<file path="config.mk">
export PLATFORM = sky130hd
export DESIGN_NAME = mul_unit
export DESIGN_NICKNAME = d
export VERILOG_FILES = /design/src/rtl/mul_unit_pkg.sv /design/src/rtl/mul_core.sv /design/src/rtl/mul_unit.sv
export SDC_FILE = /design/constraint.sdc
export NUM_CORES = 2
export LEC_CHECK = 0
export ABC_AREA = 1
export BUFFER_PORTS_ARGS = -buffer_cell sky130_fd_sc_hd__buf_4
export CORE_UTILIZATION = 67
export CTS_CLUSTER_SIZE = 8
export DETAILED_ROUTE_END_ITERATION = 10
export PLACE_DENSITY_LB_ADDON = 0.08
export SETUP_SLACK_MARGIN = 0.4
export SYNTH_ARGS = -nofsm -noshare
export SYNTH_HDL_FRONTEND = slang
export SYNTH_HIERARCHICAL = 1
export SYNTH_SLANG_ARGS = --single-unit
export TNS_END_PERCENT = 20
</file>
<file path="constraint.sdc">
create_clock -name CLK -period 9 [get_ports CLK]
set_input_delay 0.9 -clock CLK [delete_from_list [all_inputs] [get_ports CLK]]
set_output_delay 0.9 -clock CLK [all_outputs]
set_load 0.02 [all_outputs]
</file>
<file path="src/rtl/mul_unit_pkg.sv">
// mul_unit_pkg: shared definitions for the EX-stage multiply unit.
//   - REG_W_DEFAULT   : default register width (the core's RegW)
//   - MUL_OP_W / mul_op_e : multiply op encoding shared with decode
//   - mul_state_e     : issue/writeback FSM states
//   - helpers that classify an op (high word? unsigned operands?)
package mul_unit_pkg;

  localparam int REG_W_DEFAULT    = 32;
  localparam int MUL_CORE_LATENCY = 2;

  localparam int MUL_OP_W = 2;

  typedef enum logic [MUL_OP_W-1:0] {
    MUL_OP_MUL_W   = 2'b00,
    MUL_OP_MULH_W  = 2'b01,
    MUL_OP_MULH_WU = 2'b10,
    MUL_OP_RSVD    = 2'b11   // executes as MUL_OP_MUL_W
  } mul_op_e;

  typedef enum logic [1:0] {
    ST_IDLE = 2'b00,
    ST_BUSY = 2'b01,
    ST_DONE = 2'b10
  } mul_state_e;

  // High-word ops return product[2*REG_W-1:REG_W]; everything else the low word.
  function automatic logic op_is_high(input mul_op_e op);
    return (op == MUL_OP_MULH_W) || (op == MUL_OP_MULH_WU);
  endfunction

  // Only MULH_WU treats its operands as unsigned.
  function automatic logic op_is_unsigned(input mul_op_e op);
    return (op == MUL_OP_MULH_WU);
  endfunction

endpackage

</file>
<file path="src/rtl/mul_core.sv">
// mul_core: bare 2-stage signed multiplier.
//   CLK : clock
//   a,b : REG_W+1 bit signed operands (already sign/zero extended)
//   p   : 2*REG_W+2 bit signed product, two edges after a/b are presented
// Operands are registered every cycle, then the product is registered.
// No reset and no enable: the owner tracks which cycle holds a valid product.
module mul_core #(
  parameter int REG_W = 32
) (
  input  logic               CLK,
  input  logic [REG_W:0]     a,
  input  logic [REG_W:0]     b,
  output logic [2*REG_W+1:0] p
);

  logic signed [REG_W:0]     r_a;
  logic signed [REG_W:0]     r_b;
  logic signed [2*REG_W+1:0] r_p;

  always_ff @(posedge CLK) begin
    r_a <= a;
    r_b <= b;
    r_p <= r_a * r_b;
  end

  assign p = r_p;

endmodule

</file>
<file path="src/rtl/mul_unit.sv">
// mul_unit: EX-stage multiply issue/writeback wrapper around mul_core.
//   CLK, RST            : clock, synchronous active-high reset
//   flush               : kills any in-flight or held op
//   in_valid/in_ready   : request handshake (in_op, in_src1, in_src2, in_rd)
//   out_valid/out_ready : result handshake (out_result, out_rd)
//   busy                : an op is in flight or a result is held
// One op in flight at a time; a held result can retire on the same edge a
// new request is accepted, so back-to-back ops issue with no bubble.
module mul_unit
  import mul_unit_pkg::*;
#(
  parameter int REG_W   = REG_W_DEFAULT,
  parameter int RD_W    = 5,
  parameter int LATENCY = MUL_CORE_LATENCY  // must equal the mul_core depth (2)
) (
  input  logic                CLK,
  input  logic                RST,
  input  logic                flush,
  input  logic                in_valid,
  output logic                in_ready,
  input  logic [MUL_OP_W-1:0] in_op,
  input  logic [REG_W-1:0]    in_src1,
  input  logic [REG_W-1:0]    in_src2,
  input  logic [RD_W-1:0]     in_rd,
  output logic                out_valid,
  input  logic                out_ready,
  output logic [REG_W-1:0]    out_result,
  output logic [RD_W-1:0]     out_rd,
  output logic                busy
);

  localparam int CNT_W = 1;

  mul_state_e          r_state;
  logic [CNT_W-1:0]    r_cnt;
  mul_op_e             r_op;
  logic [RD_W-1:0]     r_rd;
  logic                r_out_valid;
  logic [RD_W-1:0]     r_out_rd;
  logic [REG_W-1:0]    r_result;
  logic                r_fresh;

  mul_op_e             w_in_op;
  logic                w_accept;
  logic [REG_W:0]      w_a;
  logic [REG_W:0]      w_b;
  logic [2*REG_W+1:0]  w_p;
  logic [REG_W-1:0]    w_sel;
  logic [1:0]          w_unused_p_top;

  assign w_in_op  = mul_op_e'(in_op);
  assign in_ready = !flush && ((r_state == ST_IDLE) ||
                               ((r_state == ST_DONE) && out_ready));
  assign w_accept = in_valid && in_ready;

  // Extension is applied every cycle; the core only matters on accept edges.
  assign w_a = op_is_unsigned(w_in_op) ? {1'b0, in_src1} : {in_src1[REG_W-1], in_src1};
  assign w_b = op_is_unsigned(w_in_op) ? {1'b0, in_src2} : {in_src2[REG_W-1], in_src2};

  mul_core #(
    .REG_W (REG_W)
  ) u_core (
    .CLK (CLK),
    .a   (w_a),
    .b   (w_b),
    .p   (w_p)
  );

  // Bits above 2*REG_W-1 only carry extension; they never reach a result.
  assign w_unused_p_top = w_p[2*REG_W+1:2*REG_W];

  assign w_sel = op_is_high(r_op) ? w_p[2*REG_W-1:REG_W] : w_p[REG_W-1:0];

  // The product register becomes valid on the same edge the FSM enters DONE,
  // so for that first DONE cycle the result comes straight from the core's
  // product register. The core keeps running (no enable), so the selected
  // word is copied into r_result at the end of that cycle and held from
  // then on for as long as writeback stalls.
  assign out_result = r_fresh ? w_sel : r_result;
  assign out_valid  = r_out_valid;
  assign out_rd     = r_out_rd;
  assign busy       = (r_state != ST_IDLE);

  always_ff @(posedge CLK) begin
    if (RST) begin
      r_state     <= ST_IDLE;
      r_cnt       <= '0;
      r_op        <= MUL_OP_MUL_W;
      r_rd        <= '0;
      r_out_valid <= 1'b0;
      r_out_rd    <= '0;
      r_result    <= '0;
      r_fresh     <= 1'b0;
    end else begin
      r_fresh <= 1'b0;
      if (r_fresh) begin
        r_result <= w_sel;
      end

      if (flush) begin
        r_state     <= ST_IDLE;
        r_cnt       <= '0;
        r_out_valid <= 1'b0;
      end else begin
        case (r_state)
          ST_IDLE: begin
            if (w_accept) begin
              r_op    <= w_in_op;
              r_rd    <= in_rd;
              r_cnt   <= '0;
              r_state <= ST_BUSY;
            end
          end
          ST_BUSY: begin
            if (r_cnt == CNT_W'(LATENCY - 2)) begin
              r_state     <= ST_DONE;
              r_out_valid <= 1'b1;
              r_out_rd    <= r_rd;
              r_fresh     <= 1'b1;
            end else begin
              r_cnt <= r_cnt + 1'b1;
            end
          end
          ST_DONE: begin
            if (out_ready) begin
              r_out_valid <= 1'b0;
              if (w_accept) begin
                r_op    <= w_in_op;
                r_rd    <= in_rd;
                r_cnt   <= '0;
                r_state <= ST_BUSY;
              end else begin
                r_state <= ST_IDLE;
              end
            end
          end
          default: begin
            r_state <= ST_IDLE;
          end
        endcase
      end
    end
  end

endmodule

</file>
==> flow_metrics.tcl <==
set metrics [dict create \
    wl_um 128000 \
    core_sq_um 67500 \
    fin_nets 7179 \
    worst_ep_required_time_ns 9.40 \
    min_path_cells 2 \
    cp_max_fo 15 \
    outcome "completed" \
    grt_pass1_wl_um 207000 \
    start_kind "flop" \
    die-area_sq_um 69700 \
    fmaxAchievable_mhz 127 \
    row_count 95 \
    min_period_ns 7.84 \
    clock_skew_ns 0.0293 \
    vias 35300 \
    critical_path.endpoint_type "flop" \
    yosys_warnings 6 \
    ios 116 \
    multi_input_area_sq_um 34100 \
    rr_endpoint "u_core/p[60]" \
    setup_viol 0 \
    drt_iter0_markers 2630 \
    rsz0062_at_grt "false" \
    ant_nets 0 \
    dr.pass1.iters 6 \
    holdCritStartpoint "r_rd[0]" \
    holdPathEnd "r_rd[0]" \
    portBuffers 115 \
    crit_slowest_cell "fa_1" \
    highest_layer "met4" \
    r2r_start "u_core/r_b[11]" \
    dr_wl_met2_um 61400 \
    synthCells 5815 \
    tns_ns 0 \
    clock_latency_ns 0.51 \
    period_share_pct 87.2 \
    drive_gt1_share_pct 5.01 \
    avgSynthCellArea_sq_um 7.91 \
    routedWlPerCell_um 19.2 \
    grt_max_degree 65 \
    hold_buffers 0 \
    seqCellArea_sq_um 3580 \
    worst_pin_slew_ns 1.20 \
    slew-limit-headroom_pct 19.5 \
    critical_path_class "flop to flop" \
    grt.total_usage_pct 39.2 \
    area_delta_synth_final_pct 4.68 \
    post-cts-setup-buffer-count 0 \
    start_util_pct 68.1 \
    gp_congestion 1.02 \
    grt.overflow.total 0 \
    drc 0 \
    crit_arrival_ns 8.24 \
    synth_nets 7241 \
    grt_pass1_vias 38400 \
    reg2reg_slack_ns 1.16 \
    r2r.worst_path.cells 22 \
    die_w_um 264 \
    clk_pin_slew_worst_paths_ns 0.10 \
    antenna_found_initial 2 \
    wl_met1_um 48700 \
    place_hpwl_um 107000 \
    die_y_um 264 \
    htree_levels 4 \
    slowest_delay_ns 1.09 \
    hold_viol_final 0 \
    drv_slew 0 \
    post_cts_resized 0 \
    cts_tree "built" \
    cts-buffers-inserted 17 \
    path_cells "nand2_1 > fa_1 > fa_1 > fa_1 > inv_1 > fa_1 > inv_1 > fa_1 > fa_1 > fa_1 > fa_1 > inv_1 > ha_1 > nand2_1 > nor2_1 > inv_1 > nor3_1 > nand2_1 > inv_1 > nand3_1 > nand3_1 > nand2_1" \
    cts_root_buf "clkbuf_16" \
    hp-class "flop to flop" \
    crit_path_frequent_cell "fa_1" \
    syn_area_sq_um 46000 \
    met3_wirelength_um 11500 \
    drv_cap 0 \
    n_fill_cell 5547 \
    via_per_inst 5.32 \
    clock-sinks 178 \
    clock_path_buffers 2 \
]
[cells in the final DEF, fill, tap and decap left out, types with 10 or more instances in the layout]
cell and n:
a21oi_1 78, buf_4 207, clkbuf_16 17, dfxtp_1 166, dfxtp_2 12, fa_1 1136
ha_1 214, inv_1 1911, nand2_1 1479, nand3_1 160, nand3_2 10, nand4_1 27
nor2_1 198, o21ai_0 35, o21bai_1 19, xor2_1 31
[area by class of cell]
class | instances | share of cell area (%)
clock buffers | 17 | 0.883
diodes | 1 | 0.00520
clock inverters | 15 | 0.452
well taps | 873 | 2.27
flip-flops and latches | 178 | 7.43
inverters | 1914 | 14.9
multi-input cells | 3434 | 70.8
repair buffers | 208 | 3.27
[per-layer routing]
layer	track usage [%]	vias to the layer above
met2	65.3	1632
met5	0	-
met3	7.38	321
li1	-	15800
met1	50.0	17600
met4	17.6	0
[state kept, by name, indices dropped and copies added, names as in the netlist]
signal,cells
r_op,2
u_core/p,64
r_rd,5
out_valid,1
out_rd,5
r_result,32
r_fresh,1
u_core/r_a,33
r_state,2
u_core/r_b,33
[worst max-delay path: cells and delay by family (launching register included)]
family | cells | cell delay [ns]
buffers and inverters | 5 | 0.44
adder cells (fa/ha/maj) | 9 | 5.10
AND/OR/NAND/NOR | 8 | 1.13
flip-flops | 1 | 1.03
[through the flow]
stage | cell area, sq um | utilization (%) | hold WS, ns | std cells | setup WS (ns)
finish | 48200 | 71.3 | 0.441 | 6640 | 1.16
detailed placement | 47500 | 70.4 | 0.428 | 6607 | 1.31
floorplan | 46000 | - | 0.418 | 5815 | 2.03
global placement | 47500 | 70.4 | 0.426 | 6607 | 1.36
global route | 48200 | 71.3 | 0.453 | 6639 | 0.745
CTS | 48200 | 71.3 | 0.443 | 6639 | 1.29
[how the worst max path moves through the flow]
stage	from	endpoint	slack, ns	depth (start not counted)
floorplan	u_core/r_a[32]	u_core/p[63]	2.03	24
global placement	u_core/r_b[11]	u_core/p[34]	1.36	23
detailed placement	u_core/r_b[11]	u_core/p[54]	1.31	22
CTS	u_core/r_b[11]	u_core/p[54]	1.29	22
global route	u_core/r_b[11]	u_core/p[60]	0.75	22
finish	u_core/r_b[11]	u_core/p[60]	1.16	22
Power is left out: the tool's default activity adds up to more than one toggle a clock period on the data nets, which glitch-free logic cannot reach.
